$ cat config.mk
export PLATFORM = sky130hd
export DESIGN_NAME = alu_arbiter
export DESIGN_NICKNAME = d
export VERILOG_FILES = /design/src/rtl/alu_arbiter.sv
export SDC_FILE = /design/constraint.sdc
export NUM_CORES = 1
export LEC_CHECK = 0
export CORE_ASPECT_RATIO = 1.75
export CORE_MARGIN = 1
export CORE_UTILIZATION = 37
export CTS_CLUSTER_DIAMETER = 80
export CTS_CLUSTER_SIZE = 25
export DETAILED_ROUTE_END_ITERATION = 12
export PLACE_DENSITY = 0.78
export SYNTH_ARGS = -nofsm -noshare
export SYNTH_HDL_FRONTEND = slang
export SYNTH_SLANG_ARGS = --single-unit
$ cat constraint.sdc
create_clock -name clk -period 7.4 [get_ports clk]
set_input_delay 1.48 -clock clk [delete_from_list [all_inputs] [get_ports clk]]
set_output_delay 1.48 -clock clk [all_outputs]
set_load 0.03 [all_outputs]
$ cat src/rtl/alu_arbiter.sv
// alu_arbiter
// Shares one combinational ALU between two requesters. Requests are granted
// round-robin in IDLE, the decoded one-hot ALU controls and operands are
// driven for exactly one EXEC cycle, and the ALU result is registered and
// returned on a single response channel in RESP, tagged with the owner id.
//
// Ports:
//   clk, rst                     clock, asynchronous active-high reset
//   reqN_valid/ready             request handshake for requester N (0, 1)
//   reqN_op                      3-bit opcode (0 add .. 7 srl)
//   reqN_operand_1/2             request operands
//   alu_operation_*              one-hot ALU controls, high only in EXEC
//   alu_operand_1/2              ALU operands, non-zero only in EXEC
//   alu_result                   combinational ALU result
//   rsp_valid/ready              response handshake
//   rsp_id                       requester that owns the response
//   rsp_result                   registered ALU result

`ifndef X_LENGTH
`define X_LENGTH 32
`endif

module alu_arbiter #(
  parameter int unsigned X_LEN = `X_LENGTH
) (
  input  logic             clk,
  input  logic             rst,

  input  logic             req0_valid,
  output logic             req0_ready,
  input  logic [2:0]       req0_op,
  input  logic [X_LEN-1:0] req0_operand_1,
  input  logic [X_LEN-1:0] req0_operand_2,

  input  logic             req1_valid,
  output logic             req1_ready,
  input  logic [2:0]       req1_op,
  input  logic [X_LEN-1:0] req1_operand_1,
  input  logic [X_LEN-1:0] req1_operand_2,

  output logic             alu_operation_add,
  output logic             alu_operation_subtract,
  output logic             alu_operation_and,
  output logic             alu_operation_or,
  output logic             alu_operation_xor,
  output logic             alu_operation_shift_left_logical,
  output logic             alu_operation_shift_right_arithmetic,
  output logic             alu_operation_shift_right_logical,
  output logic [X_LEN-1:0] alu_operand_1,
  output logic [X_LEN-1:0] alu_operand_2,
  input  logic [X_LEN-1:0] alu_result,

  output logic             rsp_valid,
  input  logic             rsp_ready,
  output logic             rsp_id,
  output logic [X_LEN-1:0] rsp_result
);

  typedef enum logic [1:0] {
    IDLE,
    EXEC,
    RESP
  } state_t;

  state_t           state;
  logic             last_grant;  // 1: requester 1 won the most recent grant
  logic [7:0]       op_onehot;   // bit index equals opcode
  logic [X_LEN-1:0] opnd1_q;
  logic [X_LEN-1:0] opnd2_q;
  logic             grant0;
  logic             grant1;

  function automatic logic [7:0] decode_op(input logic [2:0] op);
    logic [7:0] d;
    d     = '0;
    d[op] = 1'b1;
    return d;
  endfunction

  // Grants are only offered in IDLE and never while reset is asserted.
  // On a tie the requester that did not win last time is chosen.
  always_comb begin
    grant0 = 1'b0;
    grant1 = 1'b0;
    if (state == IDLE && !rst) begin
      if (req0_valid && req1_valid) begin
        grant0 = last_grant;
        grant1 = ~last_grant;
      end else begin
        grant0 = req0_valid;
        grant1 = req1_valid;
      end
    end
  end

  assign req0_ready = grant0;
  assign req1_ready = grant1;

  // The operation and operand registers are loaded on the grant edge and
  // cleared on the EXEC exit edge, so they are non-zero only during EXEC.
  always_ff @(posedge clk or posedge rst) begin
    if (rst) begin
      state      <= IDLE;
      last_grant <= 1'b1;
      op_onehot  <= '0;
      opnd1_q    <= '0;
      opnd2_q    <= '0;
      rsp_valid  <= 1'b0;
      rsp_id     <= 1'b0;
      rsp_result <= '0;
    end else begin
      case (state)
        IDLE: begin
          if (grant0 || grant1) begin
            op_onehot  <= decode_op(grant1 ? req1_op : req0_op);
            opnd1_q    <= grant1 ? req1_operand_1 : req0_operand_1;
            opnd2_q    <= grant1 ? req1_operand_2 : req0_operand_2;
            rsp_id     <= grant1;
            last_grant <= grant1;
            state      <= EXEC;
          end
        end
        EXEC: begin
          rsp_result <= alu_result;
          rsp_valid  <= 1'b1;
          op_onehot  <= '0;
          opnd1_q    <= '0;
          opnd2_q    <= '0;
          state      <= RESP;
        end
        RESP: begin
          if (rsp_ready) begin
            rsp_valid <= 1'b0;
            state     <= IDLE;
          end
        end
        default: state <= IDLE;
      endcase
    end
  end

  assign alu_operation_add                   = op_onehot[0];
  assign alu_operation_subtract              = op_onehot[1];
  assign alu_operation_and                   = op_onehot[2];
  assign alu_operation_or                    = op_onehot[3];
  assign alu_operation_xor                   = op_onehot[4];
  assign alu_operation_shift_left_logical    = op_onehot[5];
  assign alu_operation_shift_right_arithmetic = op_onehot[6];
  assign alu_operation_shift_right_logical   = op_onehot[7];
  assign alu_operand_1                       = opnd1_q;
  assign alu_operand_2                       = opnd2_q;

endmodule

# After elaboration in Yosys (flattened, before gate mapping)
# Cells that the tools add are included.
# word_totals
in_bits	171
reg_bits	109
elab_cells	47
# classes
eq_ne	4
n_reduce_logical	12
n_bitwise	1
magnitude_cmp	2
muxes	20
# ops
cell	n
32-bit 2-to-1 mux	4
32-bit one-hot mux with 2 select lines	2
8-bit one-hot mux with 2 select lines	1
8-bit 2-to-1 mux	1
2-bit AND reduction	4
1-bit 2-to-1 mux	6
2-bit one-hot mux with 3 select lines	1
3-bit by 4-bit less-than comparator with 1-bit output (second input constant)	1
2-bit 2-to-1 mux	2
2-bit nonzero test	2
1-bit demux with 3-bit select	1
3-bit by 1-bit >= comparator with 1-bit output (second input constant)	1
1-bit logical AND	3
3-bit 2-to-1 mux	1
2-bit by 1-bit equality test with 1-bit output (second input constant)	1
2-bit equality test (second input constant)	1
2-bit logical NOT	1
2-bit by 1-bit != test with 1-bit output (second input constant)	1
2-bit != test (second input constant)	1
1-bit one-hot mux with 2 select lines	1
1-bit logical NOT	1
1-bit logical OR	1
1-bit NOT	1

# Depth between registers and ports, before layout
# Gate-level depths: netlist of run 1.
# depth
word_depth	10
ltp_mapped	6
mapped_depth_nobuf	5

# Worst setup path before layout of run 1
# No wires, ideal clock.
# synth_timing
path_kind	input -> output
from	input port rst
to	output port req1_ready
arrival_ps	2290
required_time_ps	5920
n_path_buf	2
slack_ps	3630
cell_stages	5
path_cell_list	nor3_4 nand3_1 buf_6 buf_6 inv_1
# synth_via
elab_chain_cells	3
# synth_rtl
element	line	text
start: declaration	27	input logic rst,
1-bit logical NOT (no line)	-	
1-bit logical AND	85	if (state == IDLE && !rst) begin
1-bit 2-to-1 mux	85	
end: declaration	36	output logic req1_ready,
# No other way between the ends.

# Final worst setup path of run 1
# Same ends and word-level chain as after synthesis.

==> results of run 1 <==
-- worst reg2reg max path, stage by stage, from the launching register on --
cell	delay, ns
sky130_fd_sc_hd__dfrtp_1	0.48
sky130_fd_sc_hd__nor3_4	0.34
sky130_fd_sc_hd__nand3_4	0.53
sky130_fd_sc_hd__buf_4	0.56
sky130_fd_sc_hd__mux2i_1	0.31
sky130_fd_sc_hd__o21ai_0	0.12
-- power groups by stage --
stage / Combinational (W) / Clock, W / Sequential, W
3_3_place_gp: 0.00143 / 0 / 0.000952
6_report: 0.00144 / 0.000459 / 0.000954
3_5_place_dp: 0.00145 / 0 / 0.000967
4_1_cts: 0.00146 / 0.000475 / 0.000956
5_1_grt: 0.00152 / 0.000497 / 0.000983
2_1_floorplan: 0.000345 / 0 / 0.00142
-- layout make-up --
cell class                      instances  area (um2)  area share (%)
Timing Repair Buffer                  282        2813           35.08
Sequential cell                       109        2729           34.03
Multi-Input combinational cell        267        1964           24.50
Clock buffer                            9       225.2           2.809
Tap cell                              171       214.0           2.668
Clock inverter                          7       56.30          0.7021
Inverter                                4       17.52          0.2184
-- cells in the mapped netlist (all sizes together) --
cell,count,area [um2]
dfrtp,108,2703
mux2i,67,670.6
nand3,66,330.3
o21ai,66,334.1
mux2,33,375.4
buf,24,172.7
clkbuf,10,37.54
nand2,9,33.78
o2bb2ai,8,70.07
inv,4,15.01
nor2b,4,25.02
nand2b,3,18.77
a21oi,2,10.01
nor2,2,7.510
a21bo,1,10.01
a21o,1,7.510
and2,1,6.260
and3,1,6.260
dfstp,1,26.28
nand4,1,6.260
nor3,1,16.27
o41ai,1,8.760
-- sequential cells by signal, summed over array words and instances, names as in the netlist --
register / cells
last_grant: 1
alu_operand_2: 32
state: 2
rsp_valid: 1
rsp_result: 32
op_onehot: 8
rsp_id: 1
alu_operand_1: 32
-- path summary, 6_finish.rpt --
| check | start | to | slack (ns) | cells past startpoint |
|---|---|---|---|---|
| worst min register to register | last_grant | last_grant | 0.48 | 2 |
| min in group asynchronous | rst | alu_operand_2[14] | 1.53 | 2 |
| worst max register to register | state[0] | alu_operand_1[3] | 4.93 | 5 |
| max in group asynchronous | rst | alu_operand_2[23] | 4.46 | 3 |
| worst min-delay path | last_grant | last_grant | 0.48 | 2 |
| worst max-delay path | rst | req1_ready | 2.16 | 5 |
-- per-stage QoR --
stage	util (%)	hold WS, ns
after floorplan	-	0.4509
after global placement	59.81	0.4603
after detailed placement	59.81	0.4653
after CTS	61.98	0.4782
after global routing	61.98	0.5109
final	61.98	0.4764
-- cell families after synthesis --
group           Yosys count  share of synthesized area (%)
flops                   109                          55.79
mux                     100                          21.39
simple gates             88                          9.210
compound gates           79                          9.005
buf+inv                  38                          4.605
-- metal layers --
layer,track usage [%],up-vias
met5,0,-
met4,7.143,0
li1,-,2004
met3,5.743,27
met1,20.24,1990
met2,37.62,190
==> run_summary.xml, run 1 <==
<?xml version="1.0" encoding="UTF-8"?>
<metrics>
  <group name="run_status">
    <metric name="result_of_the_run" unit="">finished, final reports clean</metric>
  </group>
  <group name="routing">
    <metric name="routed-via-count" unit="">4211</metric>
    <metric name="highest_layer" unit="">met4</metric>
    <metric name="route.detailed.drc" unit="">0</metric>
    <metric name="drt-initial-drc-count" unit="">149</metric>
    <metric name="drt-met1-wl" unit="um">4936</metric>
    <metric name="drtPass1Iterations" unit="">4</metric>
    <metric name="wl_per_cell" unit="um">16.45</metric>
    <metric name="finalWirelength" unit="um">13970</metric>
    <metric name="drt-vias-per-instance" unit="">4.960</metric>
    <metric name="detailroute.wirelength.met2" unit="um">7557</metric>
    <metric name="met3WireLength" unit="um">1077</metric>
    <metric name="antenna_violation_net_count_after_detailed_routing" unit="">0</metric>
  </group>
  <group name="synth">
    <metric name="synth_sequential_area_ratio" unit="%">55.79</metric>
    <metric name="syn-num-nets" unit="">585</metric>
    <metric name="synth.avg_cell_area" unit="um2">11.81</metric>
    <metric name="synthesized_flop_and_latch_total" unit="">109</metric>
    <metric name="synth-warning-count" unit="">0</metric>
    <metric name="syn-instance-count" unit="">414</metric>
    <metric name="synth.distinct_cells" unit="">26</metric>
    <metric name="syn_area" unit="mm2">0.004891</metric>
  </group>
  <group name="place">
    <metric name="placement.cell_area" unit="mm2">0.007737</metric>
    <metric name="place_congestion" unit="">0.7804</metric>
    <metric name="post-dp-hpwl" unit="um">10720</metric>
    <metric name="number_of_i_o_port_buffers" unit="">278</metric>
    <metric name="worst_setup_slack_after_placement" unit="ns">2.128</metric>
    <metric name="dp_cells" unit="">833</metric>
  </group>
  <group name="sta">
    <metric name="setup-tns-final" unit="ns">0</metric>
    <metric name="rsz0062_at_grt" unit="">false</metric>
    <metric name="layout_setup_ws" unit="ns">2.162</metric>
    <metric name="maxSlewViolCount" unit="">0</metric>
    <metric name="period_minus_slack" unit="ns">5.238</metric>
    <metric name="tightestPinTransition" unit="ns">1.155</metric>
    <metric name="max_freq" unit="MHz">190.9</metric>
    <metric name="skew" unit="ns">0.007287</metric>
    <metric name="setup_failing_eps_final" unit="">0</metric>
    <metric name="final_min_period_over_clock_period" unit="%">70.79</metric>
    <metric name="timing.final.hold_violations" unit="">0</metric>
    <metric name="worst_slew_margin_rel" unit="%">22.73</metric>
  </group>
  <group name="layout">
    <metric name="design_area" unit="mm2">0.008019</metric>
    <metric name="layout.cells.most_common" unit="">sky130_fd_sc_hd__clkdlybuf4s50_1</metric>
    <metric name="most_used_cells_in_the_layout_excluding_fill_and_tap_cells" unit="">sky130_fd_sc_hd__clkdlybuf4s50_1, sky130_fd_sc_hd__dfrtp_1, sky130_fd_sc_hd__mux2i_1</metric>
    <metric name="antenna-diode-count" unit="">0</metric>
    <metric name="fillCellCount" unit="">1086</metric>
    <metric name="layout-area-overhead-vs-synth" unit="%">63.95</metric>
    <metric name="final_layout_size_suffix_gt1_share" unit="%">8.850</metric>
    <metric name="num-nets-final" unit="">844</metric>
    <metric name="final-instance-count-excl-fill" unit="">849</metric>
  </group>
  <group name="critical_path">
    <metric name="kind_of_capture_point_of_the_worst_setup_path" unit="">primary output</metric>
    <metric name="sequence_of_cells_on_the_critical_path" unit="">clkdlybuf4s50_1 -&gt; nor3_4 -&gt; nand3_4 -&gt; inv_1 -&gt; clkdlybuf4s50_1</metric>
    <metric name="timing.critical_path.from_type" unit="">input port</metric>
    <metric name="crit_required" unit="ns">5.92</metric>
    <metric name="timing.critical_path.slowest_stage_cell" unit="">sky130_fd_sc_hd__clkdlybuf4s50_1</metric>
    <metric name="worst_path_most_repeated_cell" unit="">sky130_fd_sc_hd__clkdlybuf4s50_1</metric>
    <metric name="timing.critical_path.slowest_cell_delay" unit="ns">0.69</metric>
    <metric name="total_buffers_and_inverters_traversed_by_the_critical_path" unit="">3</metric>
    <metric name="worst_path_dominant_cell_family" unit="">buffers and inverters</metric>
    <metric name="worst-path-max-fanout" unit="">31</metric>
    <metric name="worst_ep_arrival" unit="ns">3.76</metric>
    <metric name="timing.setup.critical_path_class" unit="">input port to primary output</metric>
  </group>
  <group name="floorplanning">
    <metric name="initial_core_util" unit="%">37.80</metric>
    <metric name="io_pins" unit="">279</metric>
    <metric name="fp-row-count" unit="">55</metric>
    <metric name="dieArea" unit="mm2">0.01370</metric>
    <metric name="chipHeight" unit="um">154.1</metric>
    <metric name="core_region_area" unit="mm2">0.01294</metric>
    <metric name="die_width" unit="um">88.91</metric>
  </group>
  <group name="power">
    <metric name="vdd_drop_max" unit="mV">0.1908</metric>
    <metric name="power.density_cell_area" unit="mW/mm2">355.8</metric>
    <metric name="p_total" unit="W">0.002853</metric>
    <metric name="total_leakage_power" unit="nW">3.660</metric>
    <metric name="comb_power_share" unit="%">50.5</metric>
    <metric name="p_sw" unit="W">0.001154</metric>
    <metric name="power.share.sequential" unit="%">33.4</metric>
    <metric name="clock_power_share" unit="%">16.1</metric>
    <metric name="p_int" unit="W">0.001700</metric>
    <metric name="power_switching_share" unit="%">40.43</metric>
  </group>
  <group name="global_route">
    <metric name="grt_pass1_wl" unit="um">20870</metric>
    <metric name="grt.total_usage" unit="%">20.05</metric>
    <metric name="antenna_found_initial" unit="">0</metric>
    <metric name="grt-ovfl-total" unit="">0</metric>
    <metric name="vias_in_the_first_global_route" unit="">4349</metric>
    <metric name="grt_max_degree" unit="">90</metric>
  </group>
  <group name="clocking">
    <metric name="clockRootBuffer" unit="">sky130_fd_sc_hd__clkbuf_16</metric>
    <metric name="cts_num_sinks" unit="">109</metric>
    <metric name="post_cts_sizing_count" unit="">0</metric>
    <metric name="hold_buffers" unit="">0</metric>
    <metric name="clk_pin_slew" unit="ns">0.07</metric>
    <metric name="htreeDepth" unit="">3</metric>
    <metric name="clk_latency" unit="ns">0.34</metric>
    <metric name="cts_setup_buffers" unit="">0</metric>
    <metric name="clock_tree_from_tritoncts" unit="">done</metric>
    <metric name="clock_path_buffers" unit="">2</metric>
    <metric name="cts-buffers-inserted" unit="">9</metric>
  </group>
  <group name="worst_hold_path">
    <metric name="min-delay-path-class" unit="">flop to flop</metric>
  </group>
  <group name="run">
    <metric name="cap_violations" unit="">0</metric>
  </group>
</metrics>
Note: power is estimated with default switching activity, not from simulation.
==> inputs of run 2 (changes only) <==
CORE_UTILIZATION = 35   (was 37)
clock period = 4.7 ns   (was 7.4 ns; I/O delays follow)
==> run 2 against run 1 <==
Net effect:
- register-to-register slack got worse by 2.7 ns
- sequential power is 58% higher
- routed wire length grew 2.4%
- total power rose by 60%
- hold slack gained 0.016 ns
- combinational power rose by 58%
- non-clock buffer count is 3 higher
- largest cell class unchanged
==> run_summary.xml, run 2 (synthesized netlist as in run 1, its figures left out) <==
<?xml version="1.0" encoding="UTF-8"?>
<metrics>
  <group name="critical_path">
    <metric name="regToRegStartpoint" unit="">last_grant</metric>
    <metric name="kind_of_capture_point_of_the_worst_setup_path" unit="">primary output</metric>
    <metric name="timing.critical_path.from" unit="">rst</metric>
    <metric name="worst-r2r-cell-count" unit="">6</metric>
    <metric name="worst_ep_arrival" unit="ns">2.71</metric>
    <metric name="timing.critical_path.from_type" unit="">input port</metric>
    <metric name="worst-path-max-fanout" unit="">4</metric>
    <metric name="crit_required" unit="ns">3.76</metric>
    <metric name="timing.setup.critical_path_class" unit="">input port to primary output</metric>
  </group>
  <group name="clocking">
    <metric name="cts_setup_buffers" unit="">0</metric>
    <metric name="cts-buffers-inserted" unit="">9</metric>
    <metric name="clk_pin_slew" unit="ns">0.07</metric>
    <metric name="hold_buffers" unit="">0</metric>
    <metric name="cts_num_sinks" unit="">109</metric>
    <metric name="clk_latency" unit="ns">0.34</metric>
    <metric name="clockRootBuffer" unit="">sky130_fd_sc_hd__clkbuf_16</metric>
    <metric name="clock_tree_from_tritoncts" unit="">done</metric>
    <metric name="post_cts_sizing_count" unit="">0</metric>
    <metric name="htreeDepth" unit="">3</metric>
    <metric name="clock_path_buffers" unit="">2</metric>
  </group>
  <group name="layout">
    <metric name="ff_latch_area" unit="mm2">0.002729</metric>
    <metric name="fillCellCount" unit="">1120</metric>
    <metric name="most_used_cells_in_the_layout_excluding_fill_and_tap_cells" unit="">sky130_fd_sc_hd__clkdlybuf4s50_1, sky130_fd_sc_hd__dfrtp_1, sky130_fd_sc_hd__mux2i_1</metric>
    <metric name="finish.utilization" unit="%">59.67</metric>
    <metric name="num-nets-final" unit="">847</metric>
    <metric name="antenna-diode-count" unit="">0</metric>
    <metric name="final_layout_size_suffix_gt1_share" unit="%">9.251</metric>
    <metric name="layout-area-overhead-vs-synth" unit="%">64.98</metric>
    <metric name="multi_input_comb_area" unit="mm2">0.001964</metric>
    <metric name="layout.cells.most_common" unit="">sky130_fd_sc_hd__clkdlybuf4s50_1</metric>
  </group>
  <group name="run_status">
    <metric name="result_of_the_run" unit="">finished, final reports clean</metric>
  </group>
  <group name="place">
    <metric name="place_congestion" unit="">0.7385</metric>
    <metric name="worst_setup_slack_after_placement" unit="ns">1.046</metric>
    <metric name="number_of_i_o_port_buffers" unit="">278</metric>
    <metric name="post-dp-hpwl" unit="um">10990</metric>
  </group>
  <group name="routing">
    <metric name="drtPass1Iterations" unit="">4</metric>
    <metric name="drt-initial-drc-count" unit="">109</metric>
    <metric name="finalWirelength" unit="um">14300</metric>
    <metric name="routed-via-count" unit="">4246</metric>
    <metric name="wl_per_cell" unit="um">16.73</metric>
    <metric name="antenna_violation_net_count_after_detailed_routing" unit="">0</metric>
    <metric name="drt-vias-per-instance" unit="">4.966</metric>
    <metric name="route.detailed.drc" unit="">0</metric>
  </group>
  <group name="sta">
    <metric name="setup-tns-final" unit="ns">0</metric>
    <metric name="max_freq" unit="MHz">274.3</metric>
    <metric name="timing.final.hold_violations" unit="">0</metric>
    <metric name="skew" unit="ns">0.007035</metric>
    <metric name="rsz0062_at_grt" unit="">false</metric>
    <metric name="period_minus_slack" unit="ns">3.646</metric>
    <metric name="maxSlewViolCount" unit="">0</metric>
    <metric name="final_min_period_over_clock_period" unit="%">77.57</metric>
    <metric name="setup_failing_eps_final" unit="">0</metric>
    <metric name="layout_setup_ws" unit="ns">1.054</metric>
    <metric name="tightestPinTransition" unit="ns">0.7337</metric>
    <metric name="worst_slew_margin_rel" unit="%">51.09</metric>
    <metric name="hold_slack" unit="ns">0.4923</metric>
  </group>
  <group name="global_route">
    <metric name="grt_max_degree" unit="">72</metric>
    <metric name="grt-ovfl-total" unit="">0</metric>
    <metric name="vias_in_the_first_global_route" unit="">4374</metric>
    <metric name="grt.total_usage" unit="%">19.57</metric>
    <metric name="grt_pass1_wl" unit="um">21940</metric>
    <metric name="antenna_found_initial" unit="">0</metric>
  </group>
  <group name="floorplanning">
    <metric name="core_region_area" unit="mm2">0.01352</metric>
    <metric name="fp-row-count" unit="">56</metric>
    <metric name="initial_core_util" unit="%">36.17</metric>
    <metric name="chipHeight" unit="um">158.4</metric>
    <metric name="dieArea" unit="mm2">0.01447</metric>
    <metric name="die_width" unit="um">91.36</metric>
    <metric name="io_pins" unit="">279</metric>
  </group>
  <group name="worst_hold_path">
    <metric name="hold_path_startpoint" unit="">op_onehot[5]</metric>
    <metric name="worst_hold_path.num_cells" unit="">1</metric>
    <metric name="min-delay-path-class" unit="">flop to flop</metric>
  </group>
  <group name="power">
    <metric name="power_switching_share" unit="%">40.00</metric>
    <metric name="p_int" unit="W">0.002733</metric>
    <metric name="power.share.sequential" unit="%">33.2</metric>
    <metric name="power.density_cell_area" unit="mW/mm2">564.5</metric>
    <metric name="p_total" unit="W">0.004555</metric>
    <metric name="comb_power_share" unit="%">49.7</metric>
    <metric name="vdd_drop_max" unit="mV">0.2432</metric>
    <metric name="clock_power_share" unit="%">17.0</metric>
    <metric name="total_leakage_power" unit="nW">3.680</metric>
    <metric name="p_sw" unit="W">0.001822</metric>
  </group>
  <group name="run">
    <metric name="cap_violations" unit="">0</metric>
  </group>
</metrics>
## run 2: cell types whose count changed in the layout (fill, tap and decap cells not counted)
cell,delta
sky130_fd_sc_hd__buf_4,+3
sky130_fd_sc_hd__bufinv_16,+1
sky130_fd_sc_hd__clkinv_2,-1
sky130_fd_sc_hd__clkinv_4,-1
sky130_fd_sc_hd__clkinvlp_4,+1
## run 2: worst paths after layout
path                                endpoint  slack (ns)
min                             op_onehot[5]        0.49
max reg2reg                 alu_operand_1[7]        2.22
max in group asynchronous     rsp_result[19]        2.68
max                               req0_ready        1.05
min in group asynchronous  alu_operand_2[22]        1.16
min reg2reg                     op_onehot[5]        0.49
## run 2: worst max-delay path, stage by stage
cell and delay (ns):
sky130_fd_sc_hd__clkdlybuf4s50_1 0.52, sky130_fd_sc_hd__nor3_4 0.36, sky130_fd_sc_hd__and3_1 0.21, sky130_fd_sc_hd__clkdlybuf4s50_1 0.67
## run 2: power groups by stage
stage               logic (W)  clock network [W]  registers, W
finish                0.00227           0.000776       0.00151
global route          0.00239           0.000831       0.00156
CTS                   0.00229           0.000796       0.00152
detailed placement    0.00229                  0       0.00153
global placement      0.00225                  0       0.00150
floorplan            0.000543                  0       0.00223
## run 2: layer usage
metal	vias up	wire length, um	global-route usage (%)
li1	2012	-	-
met1	2034	5099	20.68
met2	178	8039	37.45
met3	22	817	4.394
met4	0	345	7.483
met5	-	0	0
## run 2: final cells by class
class                   instances  share of cell area (%)
flip-flops and latches        109                   33.82
clock inverters                 7                  0.9924
clock buffers                   9                   2.791
inverters                       4                  0.2171
well taps                     174                   2.698
repair buffers                285                   35.14
multi-input cells             267                   24.34
## run 2: stage by stage
step | std cells | cell area, um2
floorplan | 414 | 4891
global placement | 839 | 7764
detailed placement | 839 | 7764
CTS | 855 | 8069
global route | 855 | 8069
finish | 855 | 8069
==> inputs of run 3 (changes only) <==
CORE_UTILIZATION = 37   (was 35)
clock period = 3.65 ns   (was 4.7 ns; I/O delays follow)
==> run 3 against run 2 <==
Net effect:
- clock skew grew 0.0016 ns
- combinational power grew 30%
- count of clock-buffer cells in the layout grew 1
- largest power group unchanged
==> run_summary.xml, run 3 (synthesized netlist as in run 1, its figures left out) <==
<?xml version="1.0" encoding="UTF-8"?>
<metrics>
  <group name="critical_path">
    <metric name="crit_required" unit="ns">2.92</metric>
    <metric name="worst-path-max-fanout" unit="">4</metric>
    <metric name="timing.critical_path.slowest_stage_cell" unit="">sky130_fd_sc_hd__clkdlybuf4s50_1</metric>
    <metric name="timing.critical_path.from_type" unit="">input port</metric>
    <metric name="worst-r2r-setup-slack" unit="ns">1.75</metric>
    <metric name="worst_path_most_repeated_cell" unit="">sky130_fd_sc_hd__clkdlybuf4s50_1</metric>
    <metric name="sequence_of_cells_on_the_critical_path" unit="">clkdlybuf4s50_1 -&gt; nor3_4 -&gt; and3_1 -&gt; clkdlybuf4s50_1</metric>
    <metric name="timing.critical_path.slowest_cell_delay" unit="ns">0.72</metric>
    <metric name="worst_ep_arrival" unit="ns">2.54</metric>
    <metric name="kind_of_capture_point_of_the_worst_setup_path" unit="">primary output</metric>
    <metric name="timing.setup.critical_path_class" unit="">input port to primary output</metric>
  </group>
  <group name="floorplanning">
    <metric name="initial_core_util" unit="%">37.80</metric>
    <metric name="chipHeight" unit="um">154.1</metric>
    <metric name="fp-row-count" unit="">55</metric>
    <metric name="core_region_area" unit="mm2">0.01294</metric>
    <metric name="die_width" unit="um">88.91</metric>
    <metric name="io_pins" unit="">279</metric>
    <metric name="dieArea" unit="mm2">0.01370</metric>
  </group>
  <group name="clocking">
    <metric name="cts_num_sinks" unit="">109</metric>
    <metric name="clock_tree_from_tritoncts" unit="">done</metric>
    <metric name="clockRootBuffer" unit="">sky130_fd_sc_hd__clkbuf_16</metric>
    <metric name="clk_pin_slew" unit="ns">0.07</metric>
    <metric name="clock_path_buffers" unit="">2</metric>
    <metric name="cts-buffers-inserted" unit="">9</metric>
    <metric name="post_cts_sizing_count" unit="">0</metric>
    <metric name="htreeDepth" unit="">3</metric>
    <metric name="hold_buffers" unit="">0</metric>
    <metric name="clk_latency" unit="ns">0.34</metric>
    <metric name="cts_setup_buffers" unit="">0</metric>
  </group>
  <group name="sta">
    <metric name="timing.final.hold_violations" unit="">0</metric>
    <metric name="tightestPinTransition" unit="ns">0.6671</metric>
    <metric name="skew" unit="ns">0.008606</metric>
    <metric name="period_minus_slack" unit="ns">3.272</metric>
    <metric name="max_freq" unit="MHz">305.6</metric>
    <metric name="worst_slew_margin_rel" unit="%">55.53</metric>
    <metric name="final_min_period_over_clock_period" unit="%">89.65</metric>
    <metric name="hold_slack" unit="ns">0.4826</metric>
    <metric name="maxSlewViolCount" unit="">0</metric>
    <metric name="rsz0062_at_grt" unit="">false</metric>
    <metric name="setup_failing_eps_final" unit="">0</metric>
    <metric name="setup-tns-final" unit="ns">0</metric>
  </group>
  <group name="global_route">
    <metric name="vias_in_the_first_global_route" unit="">4503</metric>
    <metric name="grt.total_usage" unit="%">21.12</metric>
    <metric name="grt_pass1_wl" unit="um">21950</metric>
    <metric name="grt_max_degree" unit="">82</metric>
    <metric name="antenna_found_initial" unit="">0</metric>
    <metric name="grt-ovfl-total" unit="">0</metric>
  </group>
  <group name="place">
    <metric name="place_congestion" unit="">0.7836</metric>
    <metric name="dp_cells" unit="">834</metric>
    <metric name="post-dp-hpwl" unit="um">11000</metric>
    <metric name="number_of_i_o_port_buffers" unit="">278</metric>
  </group>
  <group name="worst_hold_path">
    <metric name="min-delay-path-class" unit="">flop to flop</metric>
  </group>
  <group name="layout">
    <metric name="layout-area-overhead-vs-synth" unit="%">65.16</metric>
    <metric name="antenna-diode-count" unit="">0</metric>
    <metric name="layout.cells.most_common" unit="">sky130_fd_sc_hd__clkdlybuf4s50_1</metric>
    <metric name="final-instance-count-excl-fill" unit="">850</metric>
    <metric name="num-nets-final" unit="">845</metric>
    <metric name="most_used_cells_in_the_layout_excluding_fill_and_tap_cells" unit="">sky130_fd_sc_hd__clkdlybuf4s50_1, sky130_fd_sc_hd__dfrtp_1, sky130_fd_sc_hd__mux2i_1</metric>
    <metric name="final_layout_size_suffix_gt1_share" unit="%">9.131</metric>
    <metric name="finish.utilization" unit="%">62.44</metric>
  </group>
  <group name="routing">
    <metric name="finalWirelength" unit="um">14290</metric>
    <metric name="drtPass1Iterations" unit="">4</metric>
    <metric name="routed-via-count" unit="">4244</metric>
    <metric name="drt-vias-per-instance" unit="">4.993</metric>
    <metric name="antenna_violation_net_count_after_detailed_routing" unit="">0</metric>
    <metric name="route.detailed.drc" unit="">0</metric>
    <metric name="drt-initial-drc-count" unit="">90</metric>
    <metric name="wl_per_cell" unit="um">16.82</metric>
  </group>
  <group name="run_status">
    <metric name="result_of_the_run" unit="">finished, final reports clean</metric>
  </group>
  <group name="power">
    <metric name="vdd_drop_max" unit="mV">0.4072</metric>
    <metric name="total_leakage_power" unit="nW">3.681</metric>
    <metric name="p_total" unit="W">0.005820</metric>
    <metric name="power.density_cell_area" unit="mW/mm2">720.5</metric>
  </group>
  <group name="run">
    <metric name="cap_violations" unit="">0</metric>
  </group>
</metrics>
[run 3: cell count changes in the layout (fill, tap and decap cells not counted), sizes merged]
cell,before,now
inv,8,5
clkinvlp,1,2
buf,7,6
clkdlybuf4s50,278,277
bufinv,1,0
clkbuf,9,10
clkinv,1,3
[run 3: routing by layer]
metal / vias up / wire, um / GRT usage (%)
met1: 2005 / 4728 / 20.18
met4: 0 / 432 / 7.757
met5: - / 0 / 0
met2: 201 / 7924 / 40.15
li1: 2006 / - / -
met3: 32 / 1208 / 6.871
[run 3: final timing paths]
check                      cells after the start                end     start
max in group asynchronous                      3  alu_operand_1[16]       rst
setup / recovery                               4         req0_ready       rst
min in group asynchronous                      2       op_onehot[7]       rst
hold reg to reg                                2             rsp_id    rsp_id
hold / removal                                 2             rsp_id    rsp_id
setup reg to reg                               3      rsp_result[1]  state[1]
[run 3: through the flow]
| step | instance area [um2] | setup slack, ns |
|---|---|---|
| 2_1_floorplan | 4891 | 0.04771 |
| 3_3_place_gp | 7792 | 0.4169 |
| 3_5_place_dp | 7792 | 0.3866 |
| 4_1_cts | 8078 | 0.3620 |
| 5_1_grt | 8078 | 0.3201 |
| 6_report | 8078 | 0.3777 |
[run 3: layout make-up]
class	count	area [um2]
Clock buffer	10	239.0
Clock inverter	6	46.29
Fill cell	1114	4860
Inverter	4	17.52
Multi-Input combinational cell	267	1964
Sequential cell	109	2729
Tap cell	171	214.0
Timing Repair Buffer	283	2868
[run 3: where the power goes]
part	internal [W]	total (W)	leakage, nW	switching [W]
registers	0.00168	0.00194	1.36	0.000259
clock network	0.000486	0.000932	0.135	0.000446
logic	0.00131	0.00295	2.18	0.00164
total	0.00347	0.00582	3.68	0.00235
[run 3: critical path, delay by kind of cell]
| kind | cells | cell delay (ns) |
|---|---|---|
| buf+inv | 2 | 1.23 |
| simple gates | 2 | 0.58 |
